$ cat src/rtl/axi_fc_stream_tx_if.sv
// Result-byte input and AXI4-Stream output bundle for the FC result streamer.
// The master side is the streamer; the slave side is the FC core plus the stream sink.
interface axi_fc_stream_tx_if #(
  parameter int AXI_BUS_WIDTH = 32
);
  logic                     res_valid;
  logic [7:0]               res_data;
  logic                     res_ready;
  logic                     m_axis_valid;
  logic [AXI_BUS_WIDTH-1:0] m_axis_data;
  logic                     m_axis_ready;
  logic                     m_axis_last;
  logic [3:0]               m_axis_keep;

  modport master (
    input  res_valid,
    input  res_data,
    input  m_axis_ready,
    output res_ready,
    output m_axis_valid,
    output m_axis_data,
    output m_axis_last,
    output m_axis_keep
  );

  modport slave (
    output res_valid,
    output res_data,
    output m_axis_ready,
    input  res_ready,
    input  m_axis_valid,
    input  m_axis_data,
    input  m_axis_last,
    input  m_axis_keep
  );
endinterface

$ cat src/rtl/axi_fc_stream_tx.sv
// Packs FC result bytes little-endian into 32-bit AXI4-Stream beats.
// One frame per start; the last beat carries a partial keep when needed.
module axi_fc_stream_tx #(
  parameter int AXI_BUS_WIDTH = 32,
  parameter int LEN_WIDTH     = 16
) (
  input  logic                 axi_clk,
  input  logic                 axi_reset_n,
  input  logic                 start,
  input  logic [LEN_WIDTH-1:0] frame_len,
  output logic                 busy,
  output logic                 done,
  axi_fc_stream_tx_if.master   bus
);

  localparam logic [1:0] S_IDLE = 2'd0;
  localparam logic [1:0] S_PACK = 2'd1;
  localparam logic [1:0] S_SEND = 2'd2;
  localparam logic [1:0] S_DONE = 2'd3;

  logic [1:0]               r_state;
  logic [LEN_WIDTH-1:0]     r_rem;
  logic [1:0]               r_idx;
  logic [AXI_BUS_WIDTH-1:0] r_pack;
  logic [3:0]               r_keep;

  logic                     w_idle;
  logic                     w_pack;
  logic                     w_send;
  logic                     w_start;
  logic                     w_last_byte;
  logic [3:0]               w_lane;
  logic [AXI_BUS_WIDTH-1:0] w_byte_sh;

  assign w_idle      = (r_state == S_IDLE);
  assign w_pack      = (r_state == S_PACK);
  assign w_send      = (r_state == S_SEND);
  assign w_start     = w_idle && start && (frame_len != '0);
  assign w_last_byte = (r_idx == 2'd3) || (r_rem == LEN_WIDTH'(1));
  assign w_lane      = 4'b0001 << r_idx;
  assign w_byte_sh   = AXI_BUS_WIDTH'(bus.res_data) << {r_idx, 3'b000};

  always_ff @(posedge axi_clk or negedge axi_reset_n) begin
    if (!axi_reset_n) begin
      r_state <= S_IDLE;
      r_rem   <= '0;
      r_idx   <= '0;
      r_pack  <= '0;
      r_keep  <= '0;
    end else begin
      case (r_state)
        S_IDLE: begin
          if (w_start) begin
            r_rem   <= frame_len;
            r_idx   <= '0;
            r_pack  <= '0;
            r_keep  <= '0;
            r_state <= S_PACK;
          end
        end
        S_PACK: begin
          if (bus.res_valid) begin
            r_pack <= r_pack | w_byte_sh;
            r_keep <= r_keep | w_lane;
            r_idx  <= r_idx + 2'd1;
            r_rem  <= r_rem - LEN_WIDTH'(1);
            if (w_last_byte) r_state <= S_SEND;
          end
        end
        S_SEND: begin
          if (bus.m_axis_ready) begin
            if (r_rem == '0) begin
              r_state <= S_DONE;
            end else begin
              r_pack  <= '0;
              r_keep  <= '0;
              r_idx   <= '0;
              r_state <= S_PACK;
            end
          end
        end
        default: r_state <= S_IDLE;
      endcase
    end
  end

  // Beat fields are gated so they read zero whenever no beat is offered.
  assign bus.res_ready    = w_pack;
  assign bus.m_axis_valid = w_send;
  assign bus.m_axis_data  = w_send ? r_pack : '0;
  assign bus.m_axis_keep  = w_send ? r_keep : 4'b0000;
  assign bus.m_axis_last  = w_send && (r_rem == '0);
  assign busy             = !w_idle;
  assign done             = (r_state == S_DONE);

endmodule

$ cat src/flat_wrapper.sv
// flat-port wrapper written by rule: the top's interface ports become plain ports
module axi_fc_stream_tx_flat 
#(
  parameter int AXI_BUS_WIDTH = 32,
  parameter int LEN_WIDTH     = 16
)
  (axi_clk, axi_reset_n, start, frame_len, busy, done, bus_res_valid, bus_res_data, bus_m_axis_ready, bus_res_ready, bus_m_axis_valid, bus_m_axis_data, bus_m_axis_last, bus_m_axis_keep);
  axi_fc_stream_tx_if #(.AXI_BUS_WIDTH(AXI_BUS_WIDTH)) bus_i ();
  input  logic axi_clk;
  input  logic axi_reset_n;
  input  logic start;
  input  logic [LEN_WIDTH-1:0] frame_len;
  output logic busy;
  output logic done;
  input wire logic [$bits(bus_i.res_valid)-1:0] bus_res_valid;
  input wire logic [$bits(bus_i.res_data)-1:0] bus_res_data;
  input wire logic [$bits(bus_i.m_axis_ready)-1:0] bus_m_axis_ready;
  output wire logic [$bits(bus_i.res_ready)-1:0] bus_res_ready;
  output wire logic [$bits(bus_i.m_axis_valid)-1:0] bus_m_axis_valid;
  output wire logic [$bits(bus_i.m_axis_data)-1:0] bus_m_axis_data;
  output wire logic [$bits(bus_i.m_axis_last)-1:0] bus_m_axis_last;
  output wire logic [$bits(bus_i.m_axis_keep)-1:0] bus_m_axis_keep;
  assign bus_i.res_valid = bus_res_valid;
  assign bus_i.res_data = bus_res_data;
  assign bus_i.m_axis_ready = bus_m_axis_ready;
  assign bus_res_ready = bus_i.res_ready;
  assign bus_m_axis_valid = bus_i.m_axis_valid;
  assign bus_m_axis_data = bus_i.m_axis_data;
  assign bus_m_axis_last = bus_i.m_axis_last;
  assign bus_m_axis_keep = bus_i.m_axis_keep;
  axi_fc_stream_tx #(.AXI_BUS_WIDTH(AXI_BUS_WIDTH), .LEN_WIDTH(LEN_WIDTH)) u_core (.axi_clk(axi_clk), .axi_reset_n(axi_reset_n), .start(start), .frame_len(frame_len), .busy(busy), .done(done), .bus(bus_i));
endmodule
$ cat config.mk
export PLATFORM = sky130hd
export DESIGN_NAME = axi_fc_stream_tx_flat
export DESIGN_NICKNAME = d
export VERILOG_FILES = /design/src/rtl/axi_fc_stream_tx_if.sv /design/src/rtl/axi_fc_stream_tx.sv /design/src/flat_wrapper.sv
export SDC_FILE = /design/constraint.sdc
export NUM_CORES = 1
export LEC_CHECK = 0
export ABC_AREA = 1
export BUFFER_PORTS_ARGS = -buffer_cell sky130_fd_sc_hd__buf_2
export CAP_MARGIN = 20
export CORE_ASPECT_RATIO = 0.75
export CORE_UTILIZATION = 40
export DETAILED_ROUTE_END_ITERATION = 6
export PLACE_DENSITY = 0.7
export SLEW_MARGIN = 30
export SYNTH_ARGS = -nofsm -noshare
export SYNTH_HDL_FRONTEND = slang
export SYNTH_SLANG_ARGS = --single-unit
$ cat constraint.sdc
create_clock -name axi_clk -period 1.45 [get_ports axi_clk]
set_input_delay 0.2175 -clock axi_clk [delete_from_list [all_inputs] [get_ports axi_clk]]
set_output_delay 0.2175 -clock axi_clk [all_outputs]
set_load 0.05 [all_outputs]
==> impl_metrics.tcl <==
set metrics [dict create \
    status "complete, but fails checks" \
    violations "negative setup slack" \
    arrival_ns 1.98 \
    antenna_found_initial 0 \
    grt_usage 0.260 \
    yosysUniqueCellTypes 28 \
    max_freq_mhz 559 \
    die_h_microns 85.8 \
    synthSimpleGateAreaFrac 0.422 \
    final.min_clock_period_ns 1.79 \
    async_reset_ff_frac 1.00 \
    cts_made_buffers 5 \
    peakVddDrop_mv 0.968 \
    min_path_type "in2reg" \
    path_cells "inv_2, buf_4, nand2_4, or2_4, nand2_4, nor2_4, nand2_8, clkbuf_16, nand2_2, nand2_1" \
    cts_buffer_depth 2 \
    synth_top_family_by_area "simple AND/OR/NAND/NOR gates" \
    synthAdderAreaFrac 0.0234 \
    final_nets 754 \
    core_area_sq_um 9080 \
    clkTransAtPathRegs_ns 0.08 \
    ant_nets 0 \
    portBuffers 69 \
    place_inst 811 \
    root_buffer "clkbuf_16" \
    layout_setup_ws_ns -0.340 \
    synthTopCellsByArea "dfrtp_1, nand2_1, nand3_1" \
    die_x_microns 114 \
    insertion_delay_ns 0.30 \
    critPathCaptureType "flop" \
    rsz0062_at_grt "yes" \
    vias 4486 \
    remaining_drc_errors 0 \
    setup_viol_count_final 95 \
    hold_viol 0 \
    syn_to_final_growth_pct 68.0 \
    ctsHtreeMaxLevel 2 \
    slew_viol_final 0 \
    syn-num-nets 615 \
    setup.worst_path.start_class "flop" \
    synthCells 579 \
    drt_first_pass_iters 5 \
    power_mw 13.7 \
    start_util 0.413 \
    grt_pass1_wl_mm 20.1 \
    rows 30 \
    syn_avg_cell_area_sq_um 6.47 \
    synth_xor_area_frac 0.00467 \
    p_per_area_nw_per_um2 2170 \
    synth_edf_count 0 \
    synth_area_sq_um 3750 \
    insertedDiodeCount 0 \
    fin_crit_sh 1.23 \
    yosys_warnings 0 \
    grt_pass1_vias 4172 \
    grt_max_degree 57 \
    yosysSeqAreaShare 0.374 \
    leakagePower_nw 3.06 \
    ys.flop_type "dfrtp_1" \
    ys_seq_elements 56 \
    synth_top_area_frac 0.374 \
    crit_slowest_cell "dfrtp_1" \
    yosysTopAreaCell "dfrtp_1" \
    max_stage_delay_ns 0.40 \
    dieArea_sq_um 9770 \
    synth-compound-area-share 0.0617 \
    wl_per_cell_microns 15.9 \
    place_congestion 0.930 \
    instances_no_fill 847 \
    clock_sinks 56 \
    path_common_cell "nand2_4" \
    dpl-instance-area_sq_um 4930 \
    dp_hpwl_mm 7.59 \
    ios 70 \
    stdcell_area_sq_um 6300 \
    cp.required_ns 1.64 \
    crit_family "simple AND/OR/NAND/NOR gates" \
    max_slew_margin 0.775 \
    finClkSkew_ns 0.0128 \
    viasPerCell 5.30 \
    tightestPinTransition_ns 0.338 \
    maxCapViolCount 0 \
    wirelength_mm 13.5 \
    critPathBufInv 3 \
    path_class "reg2reg" \
    hold-worst-slack_ns 0.238 \
    tns_ns -22.91 \
    cp_max_fo 6 \
    drive_above_1_share 0.456 \
    synth.area.mux_share 0.00534 \
    drt-initial-drc-count 328 \
    overflow 0 \
    cts_tree "built" \
]
==> worst register-to-register path, delay by kind of cell (launching register included) <==
family                 cells  cell delay [ns]
and+or+nand+nor            7             0.86
buffers and inverters      3             0.43
DFF                        1             0.40
==> state kept, by name (all words and copies together), names as in the netlist <==
| register | count |
|---|---|
| u_core.r_pack | 32 |
| u_core.r_rem | 16 |
| u_core.r_keep | 4 |
| u_core.r_idx | 2 |
| u_core.r_state | 2 |
==> cell usage after synthesis (2+ instances only) <==
cell type,n
a21oi_1,34
buf_2,13
buf_4,2
buf_6,3
clkbuf_1,11
clkinv_1,2
dfrtp_1,56
ha_1,7
inv_1,58
mux2i_1,2
nand2_1,181
nand2_2,13
nand3_1,86
nand4_1,2
nor2_1,83
nor2_4,2
o21ai_0,11
or2_2,2
or2_4,2
==> layout make-up <==
type                            instances  area [sq um]
Inverter                               62           241
Fill cell                             657          2790
Sequential cell                        56          1400
Clock buffer                            6           139
Tap cell                              128           160
Multi-Input combinational cell        430          2650
Timing Repair Buffer                  163          1690
Clock inverter                          2          15.0
==> path summary, 6_finish.rpt <==
check / start / endpoint / slack, ns / depth (start not counted)
setup / recovery: u_core.r_state[1] / u_core.r_pack[10] / -0.34 / 10
hold / removal: frame_len[13] / u_core.r_rem[13] / 0.24 / 5
setup reg to reg: u_core.r_state[1] / u_core.r_pack[10] / -0.34 / 10
hold reg to reg: u_core.r_pack[3] / u_core.r_pack[3] / 0.49 / 2
max in group asynchronous: axi_reset_n / u_core.r_state[0] / 0.71 / 3
min in group asynchronous: axi_reset_n / u_core.r_pack[27] / 0.44 / 3
==> power by group <==
| part | total [mW] | internal (mW) | switching, mW |
|---|---|---|---|
| clock | 1.27 | 0.689 | 0.584 |
| combinational | 9.74 | 4.29 | 5.45 |
| sequential | 2.64 | 2.14 | 0.501 |
==> what timing repair did <==
action	in CTS	in global routing
setup endpoints to repair	93	97
hold endpoints to repair	56	0
pin swaps	16	22
buffers inserted	17	8
hold buffers	1	0
cloned	6	3
resized for setup	155	100
==> cell usage in the layout (no fill, tap or decap), types with 3 or more instances in the layout <==
cell,count
buf_8,6
a21oi_1,34
buf_12,9
dfrtp_1,55
nand2_1,121
o21ai_0,6
buf_16,3
ha_1,5
nor2_4,45
clkbuf_16,8
clkinvlp_4,3
buf_4,60
nand2_2,49
nand3_1,76
buf_6,50
buf_2,28
nand3_2,10
o21ai_1,4
inv_1,52
nor2_2,14
nor2_1,27
inv_2,5
bufbuf_16,3
nand2_4,22
==> layer usage <==
layer	global-route usage	vias to the layer above	wire, microns	part of all wire
met1	0.365	2118	5630	0.42
met5	0	-	0	0
met4	0.0921	0	474	0.035
met3	0.0311	51	1040	0.078
li1	-	2082	-	-
met2	0.417	235	6320	0.47
==> per-stage QoR <==
step / setup WS [ns] / utilization
final: -0.340 / 0.693
after global routing: -0.378 / 0.693
after CTS: -0.258 / 0.643
after detailed placement: -0.138 / 0.542
after global placement: -0.120 / 0.542
after floorplan: -0.280 / -
==> kinds of logic after synthesis <==
kind of cell	Yosys count
AOI/OAI and AO/OA	46
adders and majority gates	7
and+or+nand+nor	373
buffers and inverters	93
muxes	2
xor gates and xnor gates	2
DFF	56
Power figures use the tool's default switching activity.
